--- src/rtl/sync_fifo_lvl.sv ---
// Single-clock show-ahead FIFO with fill-level count, almost-full/almost-empty
// thresholds and sticky overflow/underflow error flags.
module sync_fifo_lvl #(
    parameter int DSIZE     = 8,
    parameter int ASIZE     = 4,
    parameter int AFULL_TH  = 14,
    parameter int AEMPTY_TH = 2
) (
    input  logic             clk,
    input  logic             rst_n,
    input  logic             winc,
    input  logic [DSIZE-1:0] wdata,
    input  logic             rinc,
    input  logic             clr_err,
    output logic [DSIZE-1:0] rdata,
    output logic             wfull,
    output logic             rempty,
    output logic             walmost_full,
    output logic             ralmost_empty,
    output logic [ASIZE:0]   count,
    output logic             overflow,
    output logic             underflow
);

    localparam int              DEPTH      = 1 << ASIZE;
    localparam logic [ASIZE:0]  DEPTH_CNT  = (ASIZE+1)'(DEPTH);
    localparam logic [ASIZE:0]  AFULL_CNT  = (ASIZE+1)'(AFULL_TH);
    localparam logic [ASIZE:0]  AEMPTY_CNT = (ASIZE+1)'(AEMPTY_TH);

    logic [DSIZE-1:0] mem [DEPTH];

    logic [ASIZE-1:0] waddr_reg;
    logic [ASIZE-1:0] raddr_reg;
    logic [ASIZE:0]   count_reg;
    logic [ASIZE:0]   count_next;
    logic             overflow_reg;
    logic             underflow_reg;

    logic do_write;
    logic do_read;

    // Flags come straight from the registered count, so they settle with it.
    assign wfull         = (count_reg == DEPTH_CNT);
    assign rempty        = (count_reg == '0);
    assign walmost_full  = (count_reg >= AFULL_CNT);
    assign ralmost_empty = (count_reg <= AEMPTY_CNT);
    assign count         = count_reg;
    assign overflow      = overflow_reg;
    assign underflow     = underflow_reg;

    assign do_write = winc & ~wfull;
    assign do_read  = rinc & ~rempty;

    assign rdata = rempty ? '0 : mem[raddr_reg];

    always_comb begin
        count_next = count_reg;
        if (do_write && !do_read) begin
            count_next = count_reg + 1'b1;
        end else if (!do_write && do_read) begin
            count_next = count_reg - 1'b1;
        end
    end

    // Storage carries no reset; stale words are hidden behind count == 0.
    always_ff @(posedge clk) begin
        if (do_write) begin
            mem[waddr_reg] <= wdata;
        end
    end

    always_ff @(posedge clk or negedge rst_n) begin
        if (!rst_n) begin
            waddr_reg <= '0;
            raddr_reg <= '0;
            count_reg <= '0;
        end else begin
            if (do_write) begin
                waddr_reg <= waddr_reg + 1'b1;
            end
            if (do_read) begin
                raddr_reg <= raddr_reg + 1'b1;
            end
            count_reg <= count_next;
        end
    end

    // A clear in the same cycle as a new error wins.
    always_ff @(posedge clk or negedge rst_n) begin
        if (!rst_n) begin
            overflow_reg  <= 1'b0;
            underflow_reg <= 1'b0;
        end else if (clr_err) begin
            overflow_reg  <= 1'b0;
            underflow_reg <= 1'b0;
        end else begin
            if (winc && wfull) begin
                overflow_reg <= 1'b1;
            end
            if (rinc && rempty) begin
                underflow_reg <= 1'b1;
            end
        end
    end

endmodule
--- config.mk ---
export PLATFORM = sky130hd
export DESIGN_NAME = sync_fifo_lvl
export DESIGN_NICKNAME = d
export VERILOG_FILES = /design/src/rtl/sync_fifo_lvl.sv
export SDC_FILE = /design/constraint.sdc
export NUM_CORES = 1
export LEC_CHECK = 0
export CAP_MARGIN = 20
export CORE_UTILIZATION = 50
export DETAILED_ROUTE_END_ITERATION = 12
export GPL_ROUTABILITY_DRIVEN = 1
export GPL_TIMING_DRIVEN = 0
export PLACE_DENSITY = 0.68
export SETUP_SLACK_MARGIN = 0.15
export SYNTH_ARGS = -nofsm -noshare
export SYNTH_HDL_FRONTEND = slang
export SYNTH_SLANG_ARGS = --single-unit
--- constraint.sdc ---
create_clock -name clk -period 2.8 [get_ports clk]
set_input_delay 0.42 -clock clk [delete_from_list [all_inputs] [get_ports clk]]
set_output_delay 0.42 -clock clk [all_outputs]
set_load 0.02 [all_outputs]
# --- After elaboration in Yosys (flattened, before gate mapping) ---
# Memories as Yosys holds them, arrays and structs flattened.
# Index checks and enable logic that the tools add are counted.
word_totals:
  ff_bits: 15
  ramBits: 128
  in_bits: 13
  output_inout_bits: 19
  wordCells: 36
  mem_count: 1
op_classes:
  addsub: 4
  magnitude_cmp: 2
  eq_ne: 1
  n_mux: 9
  bitwise: 4
  reduce_logical: 10
memory_table:
  columns: ["name", "words", "word_bits", "rd", "rd_ports_with_merged_regs", "write_ports", "line_no", "text"]
  rows:
  - ["mem", 16, 8, 1, 0, 1, "30", "logic [DSIZE-1:0] mem [DEPTH];"]
op_table:
  columns: ["operator", "count"]
  rows:
  - ["$mux W5", 2]
  - ["$add A4 B1 Y4 const B", 2]
  - ["$mux W8", 1]
  - ["$mux W1", 6]
  - ["$reduce_bool A2 Y1", 3]
  - ["$add A5 B1 Y5 const B", 1]
  - ["$eq A5 B5 Y1 const B", 1]
  - ["$ge A5 B4 Y1 const B", 1]
  - ["$le A5 B2 Y1 const B", 1]
  - ["$logic_not A5 Y1", 1]
  - ["$sub A5 B1 Y5 const B", 1]
  - ["$logic_and A1 B1 Y1", 4]
  - ["$and A1 B1 Y1", 2]
  - ["$logic_not A1 Y1", 2]
  - ["$not A1 Y1", 2]

# --- Longest topological paths before layout ---
depth:
  word_depth: 7
  depth_mapped: 10
  ltp_nobuf: 10

# --- Worst setup path after synthesis ---
# Ideal clock, no wire load.
synth_path:
  kind: "reg2reg"
  from: "register count_reg[4], in the netlist count[4]"
  to: "register count_reg[4], in the netlist count[4]"
  setup_time_ps: 147
  t_arrival_ps: 2434
  t_required_ps: 2653
  setup_slack_ps: 219
  stages_incl_launch_ff: 11
  path_buffers: 0
  period_less_slack_ps: 2581
  cell_sequence: "dfrtp_1 -> or3_1 -> nand2b_1 -> nand2_1 -> ha_1 -> inv_1 -> ha_1 -> nor2b_1 -> o21a_1 -> o2111ai_1 -> o311ai_0"
synth_between:
  elab_chain_len: 6
  word_cells_on_any_way: 15
  classes_between: "add/sub: 2; eq/ne: 1; mux: 2; bitwise: 4; reduce/logical: 6"
synth_rtl:
  columns: ["item", "line_no", "text"]
  rows:
  - ["from (decl)", "34", "logic [ASIZE:0] count_reg;"]
  - ["from (signal assigned)", "84", "count_reg <= count_next;"]
  - ["parallel branches: the longest is 6 deep, another holds $sub A5 B1 Y5", null, null]
# Parallel ways; which one is timed is not known. The select of a mux whose other input is x is not followed.
# A chain may end at the register's enable or synchronous reset.

# --- Worst setup path in the final report ---
layout_path:
  from: "register raddr_reg[1]"
  to: "output rdata[3]"
layout_between:
  elab_chain_len: 2
layout_rtl:
  columns: ["item", "line_no", "text"]
  rows:
  - ["from (decl)", "33", "logic [ASIZE-1:0] raddr_reg;"]
  - ["from (signal assigned)", "82", "raddr_reg <= raddr_reg + 1'b1;"]
  - ["$mem_v2 Z16 W8", null, null]
  - ["$mux W8", "54", "assign rdata = rempty ? '0 : mem[raddr_reg];"]
  - ["to (decl)", "15", "output logic [DSIZE-1:0] rdata,"]
# Every way passes these cells.

==> results.sh <==
export IMPL_grt_start_max_net_pins=17
export IMPL_critPathMaxStageDelay_ps=500
export IMPL_synthMuxAreaShare_pct=15.8
export IMPL_seqPwrFrac_pct=35.0
export IMPL_clk_insertion_delay_late_ps=410
export IMPL_vias_per_cell=5.56
export IMPL_grt_pass1_wl_um=17100
export IMPL_crit_path_start_kind="register"
export IMPL_pwr_share_comb_pct=39.2
export IMPL_place_ws_ps=-197
export IMPL_maxSlewViolCount=0
export IMPL_syn2layout_area_growth_pct=21.0
export IMPL_vdd_ir_drop_max_uv=850
export IMPL_p_leak_nw=2.45
export IMPL_crit_fanout=8
export IMPL_worstHoldPathType="input port to async pin"
export IMPL_root_buffer="clkbuf_16"
export IMPL_maxCapViolCount=0
export IMPL_dp_cells=491
export IMPL_p_int_mw=5.36
export IMPL_fillCellCount=817
export IMPL_overflow=0
export IMPL_cts_buffers=17
export IMPL_vias=2935
export IMPL_antenna_found_initial=0
export IMPL_track_usage_pct=19.7
export IMPL_slowest_stage="mux4_2"
export IMPL_syn_area_per_cell_um2=18.8
export IMPL_critical_path_top_delay_family="multiplexers"
export IMPL_num_rows=39
export IMPL_stdcell_count=528
export IMPL_synth_nets=337
export IMPL_drt_total_wl_um=11200
export IMPL_detail_route_antenna_nets=0
export IMPL_synthAdderAreaFrac_pct=2.46
export IMPL_rsz0062_at_grt="true"
export IMPL_p_per_area_nw_per_um2=1110
export IMPL_synth_simple_gate_area_share_pct=3.54
export IMPL_cts_max_level=4
export IMPL_finalNetCount=396
export IMPL_fin_tns_setup_ps=0
export IMPL_syn_inst=313
export IMPL_largest_reg_flops=128
export IMPL_ys_seq_area_share_pct=71.5
export IMPL_synth_xor_area_share_pct=1.34
export IMPL_status="completed"
export IMPL_r2r_setup_slack_ps=150
export IMPL_diodes=0
export IMPL_multiInputGateArea_um2=1630
export IMPL_synth_top_family_by_area="multiplexers"
export IMPL_hpwl_um=7230
export IMPL_die_w_um=111
export IMPL_grt_pass1_vias=3046
export IMPL_synth_area_um2=5900
export IMPL_cts_sinks=143
export IMPL_final_util_pct=62.3
export IMPL_first_iter_violations=214
export IMPL_fp_coreArea_um2=11500
export IMPL_crit_type="register to output port"
export IMPL_dpl_cell_area_um2=6410
export IMPL_drive_above_1_share_pct=29.6
export IMPL_hold_viol_final=0
export IMPL_remaining_drc_errors=0
export IMPL_fp_dieArea_um2=12200
export IMPL_finalClockSkew_ps=7.00
export IMPL_worst_slew_pin_slew_ps=827
export IMPL_synth_compound_area_share_pct=3.12
export IMPL_setup_viol=0
export IMPL_wl_per_cell_um=21.1
export IMPL_fmax_mhz=372
export IMPL_switching_share_pct=32.2
export IMPL_clock_path_buffers=2
export IMPL_path_buf_inv=3
export IMPL_synth_seq_cells=143
export IMPL_crit_path_end_kind="output port"
export IMPL_period_share_pct=96.0
export IMPL_drt_pass1_iterations=4
export IMPL_place_gp_congestion=0.756
export IMPL_path_clk_slew_ps=60
export IMPL_p_switching_mw=2.55
export IMPL_initial_core_util_pct=51.4
export IMPL_cp_required_ps=2380
export IMPL_hold_worst_slack_ps=469
export IMPL_critPathArrivalTime_ps=2270
export IMPL_io_pins=32
export IMPL_cts_tree="yes"
export IMPL_setup_ws_ps=113
export IMPL_fin_total_pwr_mw=7.92
export IMPL_port_buffer_count=31
export IMPL_path_cells="buf_12 > buf_12 > mux4_2 > mux2_4 > o21ai_2 > a21oi_2 > buf_4"
export IMPL_slew_headroom_pct=44.7
export IMPL_finalInstanceArea_um2=7140
export IMPL_yosysUniqueCellTypes=35
export IMPL_yosysWarnings=0
export IMPL_crit_top_cell="buf_12"
export IMPL_dieHeight_um=111
export IMPL_regArea_um2=4220
export IMPL_power_frac_clock_pct=25.8
export IMPL_post_route_min_period_ps=2690
## cell usage after synthesis, drive strengths merged
library cell  number  area, um2
mux2i              8       80.1
o311ai             1       8.76
a31oi              1       12.5
nand4              1       6.26
nor2              16       60.1
o21a               1       7.51
mux2               9        101
o21ai             13       68.8
inv                8       30.0
dfrtp             15        375
or3                3       18.8
nand2             11       41.3
xor2               1       8.76
buf               12       85.1
and3               2       12.5
a31o               1       8.76
nand3              4       20.0
fa                 1       20.0
o2111ai            2       17.5
xnor2              8       70.1
a21oi             12       60.1
nand2b             3       18.8
nor3               5       25.0
clkbuf             4       15.0
edfxtp           128       3840
nor2b              1       6.26
ha                10        125
mux4              32        751
## cell type report
cell class | instances | area share, %
tap | 143 | 2.51
clock buffer | 18 | 6.01
timing repair buffer | 40 | 5.33
buffer | 16 | 2.19
multi-input combinational | 146 | 22.8
inverter | 8 | 0.421
sequential | 143 | 59.1
clock inverter | 14 | 1.65
## final timing paths
| kind | start | to | cells after the start |
|---|---|---|---|
| min | rst_n | raddr_reg[3] | 1 |
| max | raddr_reg[1] | rdata[3] | 7 |
| max in group asynchronous | rst_n | count[4] | 1 |
| min reg2reg | underflow | underflow | 2 |
| max reg2reg | count[4] | count[4] | 10 |
| min in group clk | underflow | underflow | 2 |
## power groups by stage
stage | logic (mW) | registers, mW | clock network [mW]
finish | 3.10 | 2.77 | 2.04
global placement | 2.71 | 2.79 | 0
detailed placement | 2.75 | 2.80 | 0
floorplan | 1.82 | 2.81 | 0
CTS | 3.08 | 2.76 | 2.06
global route | 3.33 | 2.79 | 2.17
## placed cells by master, fill, tap and decap left out, types with 2 or more instances in the layout
cell             synthesis  layout
edfxtp_1               128     128
mux4_2                  24      30
clkdlybuf4s50_1          0      23
clkbuf_16                0      17
nor2_1                  16      16
buf_4                    3      14
dfrtp_1                 15      14
nand2_1                 11      10
ha_1                    10       9
inv_1                    8       8
a21oi_1                 12       8
xnor2_1                  8       8
clkinvlp_4               0       7
mux2_4                   0       6
mux2i_1                  8       5
o21ai_2                  1       5
nor3_1                   5       5
o21ai_0                 10       5
clkbuf_1                 4       4
buf_6                    1       4
a21oi_2                  0       4
nand3_1                  4       4
or3_1                    3       3
buf_12                   1       3
buf_2                    4       3
mux2i_2                  0       3
mux2_2                   9       3
o21ai_1                  2       3
buf_1                    3       2
buf_8                    0       2
mux4_1                   8       2
and3_1                   2       2
nand2b_1                 3       2
o2111ai_1                2       2
inv_6                    0       2
clkinv_2                 0       2
clkinv_1                 0       2
## per-layer routing
| metal | wire length, um | part of all wire (%) | track usage [%] |
|---|---|---|---|
| met4 | 152 | 1.4 | 8.00 |
| met1 | 5140 | 46 | 27.8 |
| met3 | 483 | 4.3 | 4.50 |
| met5 | 0 | 0 | 0 |
| met2 | 5390 | 48 | 29.9 |
## kinds of logic after synthesis
| kind of cell | after synthesis |
|---|---|
| AO/OA/AOI/OAI | 31 |
| XOR/XNOR | 9 |
| adder cells (fa/ha/maj) | 11 |
| buffers and inverters | 24 |
| flip-flops | 143 |
| multiplexers | 49 |
| AND/OR/NAND/NOR | 46 |
## timing repair
action / CTS / global route
hold buffers: 0 / 0
buffers inserted: 4 / 0
gates cloned: 1 / 0
hold endpoints to repair: 0 / 0
endpoints found under the setup margin: 11 / 38
gates resized for setup: 89 / 7
(Power assumes the default switching activity.)
